$ cat config.mk
export PLATFORM = sky130hd
export DESIGN_NAME = sram_port_arbiter_flat
export DESIGN_NICKNAME = d
export VERILOG_FILES = /design/src/rtl/sram_arb_pkg.sv /design/src/rtl/sram_port_arbiter_if.sv /design/src/rtl/sram_arb_tag_pipe.sv /design/src/rtl/sram_port_arbiter.sv /design/src/flat_wrapper.sv
export SDC_FILE = /design/constraint.sdc
export NUM_CORES = 1
export LEC_CHECK = 0
export BUFFER_PORTS_ARGS = -buffer_cell sky130_fd_sc_hd__buf_2
export CORE_MARGIN = 10
export CORE_UTILIZATION = 42
export CTS_BUF_LIST = sky130_fd_sc_hd__clkbuf_4
export DETAILED_ROUTE_END_ITERATION = 10
export PLACE_DENSITY = 0.93
export SYNTH_ARGS = -nofsm -noshare
export SYNTH_HDL_FRONTEND = slang
export SYNTH_SLANG_ARGS = --single-unit
$ cat constraint.sdc
create_clock -name clk -period 1.89 [get_ports clk]
set_input_delay 0.4725 -clock clk [delete_from_list [all_inputs] [get_ports clk]]
set_output_delay 0.4725 -clock clk [all_outputs]
set_load 0.02 [all_outputs]
$ cat src/rtl/sram_arb_pkg.sv
// Shared definitions for the instruction SRAM port-0 arbiter:
// read tag encoding, default widths and a saturating counter helper.
package sram_arb_pkg;

  localparam int ADDR_W_DEF = 8;
  localparam int DATA_W_DEF = 32;
  localparam int RD_LAT_DEF = 1;

  localparam logic [3:0] WMASK_ALL = 4'hF;

  // Owner of a read travelling through the SRAM latency pipeline
  typedef enum logic [1:0] {
    TAG_NONE = 2'd0,
    TAG_FE   = 2'd1,
    TAG_DBG  = 2'd2
  } tag_e;

  function automatic logic [15:0] sat_inc16(input logic [15:0] v);
    return (v == 16'hFFFF) ? v : v + 16'd1;
  endfunction

endpackage

$ cat src/rtl/sram_port_arbiter_if.sv
// Requester and SRAM-side signals of the port-0 arbiter.
// slave  : the arbiter itself.
// master : the surrounding loader / fetch / debug logic and the SRAM macro.
interface sram_port_arbiter_if
  import sram_arb_pkg::*;
#(
  parameter int ADDR_W = ADDR_W_DEF,
  parameter int DATA_W = DATA_W_DEF
);

  logic              ld_we;
  logic [ADDR_W-1:0] ld_addr;
  logic [DATA_W-1:0] ld_wdata;

  logic              fe_req;
  logic [ADDR_W-1:0] fe_addr;
  logic              fe_gnt;
  logic              fe_rvalid;
  logic [DATA_W-1:0] fe_rdata;

  logic              dbg_req;
  logic [ADDR_W-1:0] dbg_addr;
  logic              dbg_gnt;
  logic              dbg_rvalid;
  logic [DATA_W-1:0] dbg_rdata;

  logic              sram_csb0;
  logic              sram_web0;
  logic [3:0]        sram_wmask0;
  logic [ADDR_W-1:0] sram_addr0;
  logic [DATA_W-1:0] sram_din0;
  logic [DATA_W-1:0] sram_dout0;

  modport slave (
    input  ld_we, ld_addr, ld_wdata,
    input  fe_req, fe_addr,
    output fe_gnt, fe_rvalid, fe_rdata,
    input  dbg_req, dbg_addr,
    output dbg_gnt, dbg_rvalid, dbg_rdata,
    output sram_csb0, sram_web0, sram_wmask0, sram_addr0, sram_din0,
    input  sram_dout0
  );

  modport master (
    output ld_we, ld_addr, ld_wdata,
    output fe_req, fe_addr,
    input  fe_gnt, fe_rvalid, fe_rdata,
    output dbg_req, dbg_addr,
    input  dbg_gnt, dbg_rvalid, dbg_rdata,
    input  sram_csb0, sram_web0, sram_wmask0, sram_addr0, sram_din0,
    output sram_dout0
  );

endinterface

$ cat src/rtl/sram_arb_tag_pipe.sv
// RD_LAT-deep shift register carrying the owner tag of each SRAM read,
// so the tail lines up with the cycle in which sram_dout0 is valid.
module sram_arb_tag_pipe
  import sram_arb_pkg::*;
#(
  parameter int RD_LAT = RD_LAT_DEF
) (
  input  logic clk,
  input  logic clr,
  input  tag_e tag_in,
  output tag_e tag_out
);

  tag_e stage [RD_LAT];

  // Shift tags one stage per cycle; clear drops every read in flight
  always_ff @(posedge clk) begin
    if (clr) begin
      for (int i = 0; i < RD_LAT; i++) stage[i] <= TAG_NONE;
    end else begin
      stage[0] <= tag_in;
      for (int i = 1; i < RD_LAT; i++) stage[i] <= stage[i-1];
    end
  end

  assign tag_out = stage[RD_LAT-1];

endmodule

$ cat src/rtl/sram_port_arbiter.sv
// Shares port 0 of the 32x256 instruction SRAM between the UART loader
// (writes, never stalled), the FPU instruction fetch and a debug readback
// path (reads, round-robin). Reads are tagged and their data is routed
// back to the issuing requester RD_LAT cycles after the grant.
// Optional build macro: SRAM_ARB_STATS_EN adds per-requester stall counters.
module sram_port_arbiter
  import sram_arb_pkg::*;
#(
  parameter int ADDR_W = ADDR_W_DEF,
  parameter int DATA_W = DATA_W_DEF,
  parameter int RD_LAT = RD_LAT_DEF
) (
  input  logic               clk,
  input  logic               rst_l,
  sram_port_arbiter_if.slave bus
`ifdef SRAM_ARB_STATS_EN
  ,
  output logic [15:0]        fe_stall_cnt,
  output logic [15:0]        dbg_stall_cnt
`endif
);

  logic              fe_first;
  logic              fe_gnt_c;
  logic              dbg_gnt_c;
  logic              csb_c;
  logic              web_c;
  logic [ADDR_W-1:0] addr_c;
  logic [DATA_W-1:0] din_c;
  tag_e              tag_in;
  tag_e              tail_tag;
  logic              fe_hit;
  logic              dbg_hit;
  logic [DATA_W-1:0] fe_hold;
  logic [DATA_W-1:0] dbg_hold;

  // Grant decision: loader blocks all reads, otherwise round-robin on ties
  always_comb begin
    fe_gnt_c  = 1'b0;
    dbg_gnt_c = 1'b0;
    if (rst_l && !bus.ld_we) begin
      if (bus.fe_req && (fe_first || !bus.dbg_req)) fe_gnt_c = 1'b1;
      else if (bus.dbg_req)                          dbg_gnt_c = 1'b1;
    end
  end

  // SRAM port drive and read tag for the access chosen this cycle
  always_comb begin
    csb_c  = 1'b1;
    web_c  = 1'b1;
    addr_c = '0;
    din_c  = '0;
    tag_in = TAG_NONE;
    if (rst_l) begin
      if (bus.ld_we) begin
        csb_c  = 1'b0;
        web_c  = 1'b0;
        addr_c = bus.ld_addr;
        din_c  = bus.ld_wdata;
      end else if (fe_gnt_c) begin
        csb_c  = 1'b0;
        addr_c = bus.fe_addr;
        tag_in = TAG_FE;
      end else if (dbg_gnt_c) begin
        csb_c  = 1'b0;
        addr_c = bus.dbg_addr;
        tag_in = TAG_DBG;
      end
    end
  end

  // Round-robin pointer: the requester not granted last gets the next tie
  always_ff @(posedge clk) begin
    if (!rst_l)         fe_first <= 1'b1;
    else if (fe_gnt_c)  fe_first <= 1'b0;
    else if (dbg_gnt_c) fe_first <= 1'b1;
  end

  sram_arb_tag_pipe #(.RD_LAT(RD_LAT)) u_tag_pipe (
    .clk     (clk),
    .clr     (!rst_l),
    .tag_in  (tag_in),
    .tag_out (tail_tag)
  );

  assign fe_hit  = rst_l && (tail_tag == TAG_FE);
  assign dbg_hit = rst_l && (tail_tag == TAG_DBG);

  // Capture returning read data for its owner; the other side keeps its last word
  always_ff @(posedge clk) begin
    if (!rst_l) begin
      fe_hold  <= '0;
      dbg_hold <= '0;
    end else begin
      if (fe_hit)  fe_hold  <= bus.sram_dout0;
      if (dbg_hit) dbg_hold <= bus.sram_dout0;
    end
  end

  assign bus.fe_gnt      = fe_gnt_c;
  assign bus.dbg_gnt     = dbg_gnt_c;
  assign bus.fe_rvalid   = fe_hit;
  assign bus.dbg_rvalid  = dbg_hit;
  assign bus.fe_rdata    = !rst_l ? '0 : (fe_hit  ? bus.sram_dout0 : fe_hold);
  assign bus.dbg_rdata   = !rst_l ? '0 : (dbg_hit ? bus.sram_dout0 : dbg_hold);
  assign bus.sram_csb0   = csb_c;
  assign bus.sram_web0   = web_c;
  assign bus.sram_wmask0 = WMASK_ALL;
  assign bus.sram_addr0  = addr_c;
  assign bus.sram_din0   = din_c;

`ifdef SRAM_ARB_STATS_EN
  // Count cycles each requester waits without a grant, saturating at all-ones
  always_ff @(posedge clk) begin
    if (!rst_l) begin
      fe_stall_cnt  <= '0;
      dbg_stall_cnt <= '0;
    end else begin
      if (bus.fe_req && !fe_gnt_c)   fe_stall_cnt  <= sat_inc16(fe_stall_cnt);
      if (bus.dbg_req && !dbg_gnt_c) dbg_stall_cnt <= sat_inc16(dbg_stall_cnt);
    end
  end
`endif

endmodule

$ cat src/flat_wrapper.sv
// flat-port wrapper written by rule: the top's interface ports become plain ports
module sram_port_arbiter_flat import sram_arb_pkg::*;
#(
  parameter int ADDR_W = ADDR_W_DEF,
  parameter int DATA_W = DATA_W_DEF,
  parameter int RD_LAT = RD_LAT_DEF
)
  (clk, rst_l, bus_ld_we, bus_ld_addr, bus_ld_wdata, bus_fe_req, bus_fe_addr, bus_fe_gnt, bus_fe_rvalid, bus_fe_rdata, bus_dbg_req, bus_dbg_addr, bus_dbg_gnt, bus_dbg_rvalid, bus_dbg_rdata, bus_sram_csb0, bus_sram_web0, bus_sram_wmask0, bus_sram_addr0, bus_sram_din0, bus_sram_dout0);
  sram_port_arbiter_if #(.ADDR_W(ADDR_W), .DATA_W(DATA_W)) bus_i ();
  input  logic clk;
  input  logic rst_l;
  input wire logic [$bits(bus_i.ld_we)-1:0] bus_ld_we;
  input wire logic [$bits(bus_i.ld_addr)-1:0] bus_ld_addr;
  input wire logic [$bits(bus_i.ld_wdata)-1:0] bus_ld_wdata;
  input wire logic [$bits(bus_i.fe_req)-1:0] bus_fe_req;
  input wire logic [$bits(bus_i.fe_addr)-1:0] bus_fe_addr;
  output wire logic [$bits(bus_i.fe_gnt)-1:0] bus_fe_gnt;
  output wire logic [$bits(bus_i.fe_rvalid)-1:0] bus_fe_rvalid;
  output wire logic [$bits(bus_i.fe_rdata)-1:0] bus_fe_rdata;
  input wire logic [$bits(bus_i.dbg_req)-1:0] bus_dbg_req;
  input wire logic [$bits(bus_i.dbg_addr)-1:0] bus_dbg_addr;
  output wire logic [$bits(bus_i.dbg_gnt)-1:0] bus_dbg_gnt;
  output wire logic [$bits(bus_i.dbg_rvalid)-1:0] bus_dbg_rvalid;
  output wire logic [$bits(bus_i.dbg_rdata)-1:0] bus_dbg_rdata;
  output wire logic [$bits(bus_i.sram_csb0)-1:0] bus_sram_csb0;
  output wire logic [$bits(bus_i.sram_web0)-1:0] bus_sram_web0;
  output wire logic [$bits(bus_i.sram_wmask0)-1:0] bus_sram_wmask0;
  output wire logic [$bits(bus_i.sram_addr0)-1:0] bus_sram_addr0;
  output wire logic [$bits(bus_i.sram_din0)-1:0] bus_sram_din0;
  input wire logic [$bits(bus_i.sram_dout0)-1:0] bus_sram_dout0;
  assign bus_i.ld_we = bus_ld_we;
  assign bus_i.ld_addr = bus_ld_addr;
  assign bus_i.ld_wdata = bus_ld_wdata;
  assign bus_i.fe_req = bus_fe_req;
  assign bus_i.fe_addr = bus_fe_addr;
  assign bus_fe_gnt = bus_i.fe_gnt;
  assign bus_fe_rvalid = bus_i.fe_rvalid;
  assign bus_fe_rdata = bus_i.fe_rdata;
  assign bus_i.dbg_req = bus_dbg_req;
  assign bus_i.dbg_addr = bus_dbg_addr;
  assign bus_dbg_gnt = bus_i.dbg_gnt;
  assign bus_dbg_rvalid = bus_i.dbg_rvalid;
  assign bus_dbg_rdata = bus_i.dbg_rdata;
  assign bus_sram_csb0 = bus_i.sram_csb0;
  assign bus_sram_web0 = bus_i.sram_web0;
  assign bus_sram_wmask0 = bus_i.sram_wmask0;
  assign bus_sram_addr0 = bus_i.sram_addr0;
  assign bus_sram_din0 = bus_i.sram_din0;
  assign bus_i.sram_dout0 = bus_sram_dout0;
  sram_port_arbiter #(.ADDR_W(ADDR_W), .DATA_W(DATA_W), .RD_LAT(RD_LAT)) u_core (.clk(clk), .rst_l(rst_l), .bus(bus_i));
endmodule
# Yosys cells after proc, flatten, opt, wreduce, memory -nomap -nowiden
# Memory sizes are Yosys's and may differ from the RTL's.
# Cells that the tools add are included.
# op_classes
n_eq_ne	2
muxes	31
n_reduce_logical	9
# op_table
cell	n
two-way mux 32 bit	6
two-way mux 8 bit	4
two-way mux 1 bit	16
two-way mux 2 bit	5
logical AND 1 bit	4
== test 2 x 1 -> 1 bit, second input constant	1
== test 2 bit, second input constant	1
zero test 1 bit	2
nonzero test 2 bit	1
OR reduction 2 bit	1
logical OR 1 bit	1
# word_totals
register_bits	65
ram_bits	2
inputBits	93
out_inout_bits	114
word_cells	46
n_memories	1
# memory_table
memory	words	width	rd	rd_ports_with_merged_regs	write_ports	line_no	source
u_core.u_tag_pipe.stage	1	2	1	0	1	sram_arb_tag_pipe.sv:14	tag_e stage [RD_LAT];

# Depth between registers and ports, before layout
# logic_depth
word_depth	10
depth_mapped	6
ltp_nobuf	4

# Cells and area by module
# From an unflattened synthesis, not the netlist that was laid out.
# unflattened
hier_cells	361
hier_area_um2	2785.2
# modules_own_cells
mod	instances	cells_each	area_each_um2	seq_area_each_um2
sram_port_arbiter	1	357	2732.6	1301.2
sram_arb_tag_pipe	1	4	52.6	40.0

# Worst setup path before layout
# Ideal clock, no wire load.
# synth_timing
path_type	input port to output port
from	input port bus_ld_we
to	output port bus_sram_csb0
arrival_ns	1.352
setup_slack_ns	0.065
stages	3
path_cell_list	clkbuf_2 > buf_2 > o31ai_1
# synth_via
elab_chain_cells	7
elab_cells_between_ends	8
classes_between	mux: 6; reduce/logical: 2
# synth_rtl
element	line_no	source
from (decl)	flat_wrapper.sv:12	input wire logic [$bits(bus_i.ld_we)-1:0] bus_ld_we;
zero test 1 bit	sram_port_arbiter.sv:41	if (rst_l && !bus.ld_we) begin
logical AND 1 bit	sram_port_arbiter.sv:41	
two-way mux 1 bit	sram_port_arbiter.sv:41	
two-way mux 1 bit	sram_port_arbiter.sv:64	end else if (dbg_gnt_c) begin
two-way mux 1 bit	sram_port_arbiter.sv:60	end else if (fe_gnt_c) begin
two-way mux 1 bit (*)	sram_port_arbiter.sv:55	if (bus.ld_we) begin
two-way mux 1 bit (*)	sram_port_arbiter.sv:54	if (rst_l) begin
to (decl)	flat_wrapper.sv:25	output wire logic [$bits(bus_i.sram_csb0)-1:0] bus_sram_csb0;
# Mark *: on every way between the ends. The rest lies on a longest branch, timed or not.

# Worst setup path after layout
# layout_timing
from	memory u_core.u_tag_pipe.stage[0][0] in the netlist's numbering
to	output port bus_fe_rdata[7]
# layout_via
elab_chain_cells	5
# layout_rtl
element	line_no	source
from (decl)	sram_arb_tag_pipe.sv:14	
memory read (1 x 2 bit)	n/a	
== test 2 x 1 -> 1 bit	sram_port_arbiter.sv:86	assign fe_hit = rst_l && (tail_tag == TAG_FE);
logical AND 1 bit	sram_port_arbiter.sv:86	
two-way mux 32 bit (2 in a row)	sram_port_arbiter.sv:104	assign bus.fe_rdata = !rst_l ? '0 : (fe_hit ? bus.sram_dout0 : fe_hold);
to (decl)	flat_wrapper.sv:19	output wire logic [$bits(bus_i.fe_rdata)-1:0] bus_fe_rdata;
# Every way passes these cells.

==> flow_summary.ini <==
[outcome]
status = finished, violations left
violations = setup timing

[grt]
grt_use_total_pct = 22.9
use_met3_pct = 8.51
antenna_found_initial = 1
grt_pass1_vias = 3513
met2_usage_pct = 41.7
grt_pass1_wl_um = 18800
gr-max-usage-layer = met2
grtUsageMet1_pct = 24.0
grt_max_degree = 44
grt.overflow.total = 0

[power]
p_int_w = 0.00221
power.leakage_nw = 3.00
clockPowerShare_pct = 31.2
seq_power_share_pct = 46.0
combPwrFrac_pct = 22.8
ir_drop_uv = 634
power.total_w = 0.00321
switchingPower_w = 0.000993
p_sw_share_pct = 31.0
p_per_area_mw_per_mm2 = 580

[placed_design]
io_buffers = 202
pre_cts_ws_ps = -126
dpl_cell_area_mm2 = 0.00392
placed_cells = 624
hpwl_um = 8110
place.gp.congestion = 0.795

[clock_network]
cts-htree-levels = 3
clkLatencyLatePin_ps = 420
clkSinkCount = 67
clk_pin_slew_worst_paths_ps = 130
cts_tree = built
clk_path_buf_depth = 2
cts-buffers-inserted = 9
cts-root-buf = clkbuf_4

[worst_setup_path]
critPathRequiredTime_ps = 1420
cp-end-kind = primary output
reg2reg_to = u_core.fe_hold[22]
crit_arrival_ps = 1640
start_kind = register
worstPathMaxFanout = 6
cp_cell_sequence = buf_4 -> nand3b_4 -> clkinv_8 -> clkbuf_16 -> nand2_1 -> nand2_2 -> buf_6
r2r_slack_ps = 540
crit-reg2reg-launch = u_core.u_tag_pipe.stage[0][0]
cpMaxStageDelayCell = dfxtp_2
path_class = reg2out
crit_family = buffers and inverters
critical_path.max_stage_delay_ps = 330
reg2regPathDepth = 8
timing.critical_path.buf_inv = 4

[synth]
yosysWarnings = 0
synthCells = 357
ys_ff_latch = 67
synth.distinct_cells = 22
syn_avg_cell_area_um2 = 7.83
syn_area_mm2 = 0.00279
ys_seq_area_share_pct = 48.0

[sta]
tns_ps = -10250
finClkSkew_ps = 29.9
period_share_pct = 112
fin_ws_ps = -219
hold_viol_final = 0
setup_violations = 73
rsz0062_at_grt = true
final_max_slew_viol_count = 0
max_freq_ghz = 0.474
min_period_ps = 2110

[floorplanning]
io-pin-count = 207
start_util_pct = 43.5
dieWidth_um = 102
die_area_mm2 = 0.0103
die_y_um = 102
rows = 29
coreArea_mm2 = 0.00642

[layout]
design_area_mm2 = 0.00553
stdcell_count = 663
final_nets = 673
drive_above_1_share_pct = 70.4
multi_input_area_mm2 = 0.00192
register_area_mm2 = 0.00135
fill_cells = 298
final_common_cell = buf_2
final_cell_mix = 131 x buf_2, 76 x buf_6, 65 x dfxtp_1, 62 x nand2_2, 45 x nand2_4
area_growth_pct = 97.8

[job]
maxCapViolCount = 0

[route]
detail_route.wl_per_cell_um = 23.3
routed_via_density = 5.65
drt-total-wl_um = 15400
ant_nets = 0
drt_iter0_drc = 238
drc = 0
via_count = 3743
drtPass1Iterations = 7

[worst_hold_path]
holdCritStartpoint = bus_sram_dout0[25]
worstHoldEndpoint = u_core.fe_hold[25]
hold_class = in2reg
hold_path_depth = 3
state kept, by name, summed over array words and instances, names as in the netlist:
| name | cells |
|---|---|
| u_core.fe_hold | 32 |
| u_core.fe_first | 1 |
| u_core.u_tag_pipe.stage | 2 |
| u_core.dbg_hold | 32 |
worst register-to-register path, cell delays in order (launching register included):
cell and delay [ps]:
dfxtp_2 330, buf_4 130, nand3b_4 150, clkinv_8 120, buf_12 170, nand2_4 70
nand2_2 60, buf_4 130, buf_4 120
power groups by stage:
| stage | combinational, W | sequential [W] | clock (W) |
|---|---|---|---|
| 6_report | 0.000730 | 0.00148 | 0.00100 |
| 5_1_grt | 0.000764 | 0.00148 | 0.00106 |
| 4_1_cts | 0.000621 | 0.00147 | 0.000989 |
| 3_5_place_dp | 0.000505 | 0.00150 | 0 |
| 3_3_place_gp | 0.000496 | 0.00150 | 0 |
| 2_1_floorplan | 0.000279 | 0.00150 | 0 |
cell families after synthesis:
family / synth area share (%)
other: 0.134
buffers and inverters: 7.34
AND/OR/NAND/NOR: 39.3
AO/OA/AOI/OAI: 5.19
flip-flops: 48.0
what timing repair did:
action                                  in CTS  in global routing
pin swaps                                   27                 23
cloned                                       5                  3
setup buffers                                8                  7
resized for setup                          210                140
endpoints found under the setup margin      81                104
hold buffers                                 0                  0
metrics by stage:
stage	hold WS (ps)	utilization, %
6_report	297	86.0
5_1_grt	281	86.0
4_1_cts	271	76.1
3_5_place_dp	444	61.1
3_3_place_gp	441	61.1
2_1_floorplan	495	-
metal layers:
metal / vias to the layer above / routed length (um) / share of wire, %
li1: 1637 / - / -
met1: 1785 / 5420 / 35
met2: 251 / 7860 / 51
met3: 70 / 1560 / 10
met4: 0 / 593 / 3.8
met5: - / 0 / 0
area by class of cell:
class | instances | area share [%]
Timing Repair Buffer | 242 | 35.9
Multi-Input combinational cell | 255 | 34.8
Sequential cell | 67 | 24.4
Tap cell | 77 | 1.74
Clock buffer | 11 | 1.49
Clock inverter | 5 | 1.11
Inverter | 5 | 0.566
Antenna cell | 1 | 0.0453
worst max path at each step:
stage / from / cells past startpoint / slack [ps] / endpoint
final: u_core.u_tag_pipe.stage[0][0] / 7 / -220 / bus_fe_rdata[7]
after global routing: u_core.u_tag_pipe.stage[0][0] / 7 / -280 / bus_fe_rdata[7]
after CTS: u_core.u_tag_pipe.stage[0][0] / 6 / -150 / bus_dbg_rdata[22]
after detailed placement: rst_l / 5 / -130 / bus_fe_rdata[31]
after global placement: rst_l / 5 / -80 / bus_dbg_rdata[0]
after floorplan: bus_ld_we / 3 / 70 / bus_sram_csb0
cell usage after synthesis (all sizes together):
cell type  number  area share, %
dfxtp          67             48
buf            27            5.7
a221o           8            2.9
o21ai           1           0.18
and3           40            9.3
o311ai          1           0.31
nand3b          3            1.3
inv             5           0.67
nand2         129             17
o31ai           1           0.27
a21oi           2           0.76
conb            1           0.13
clkbuf          6           0.99
o2111a          2           0.81
nand3          64             11
Power figures use the tool's default switching activity.
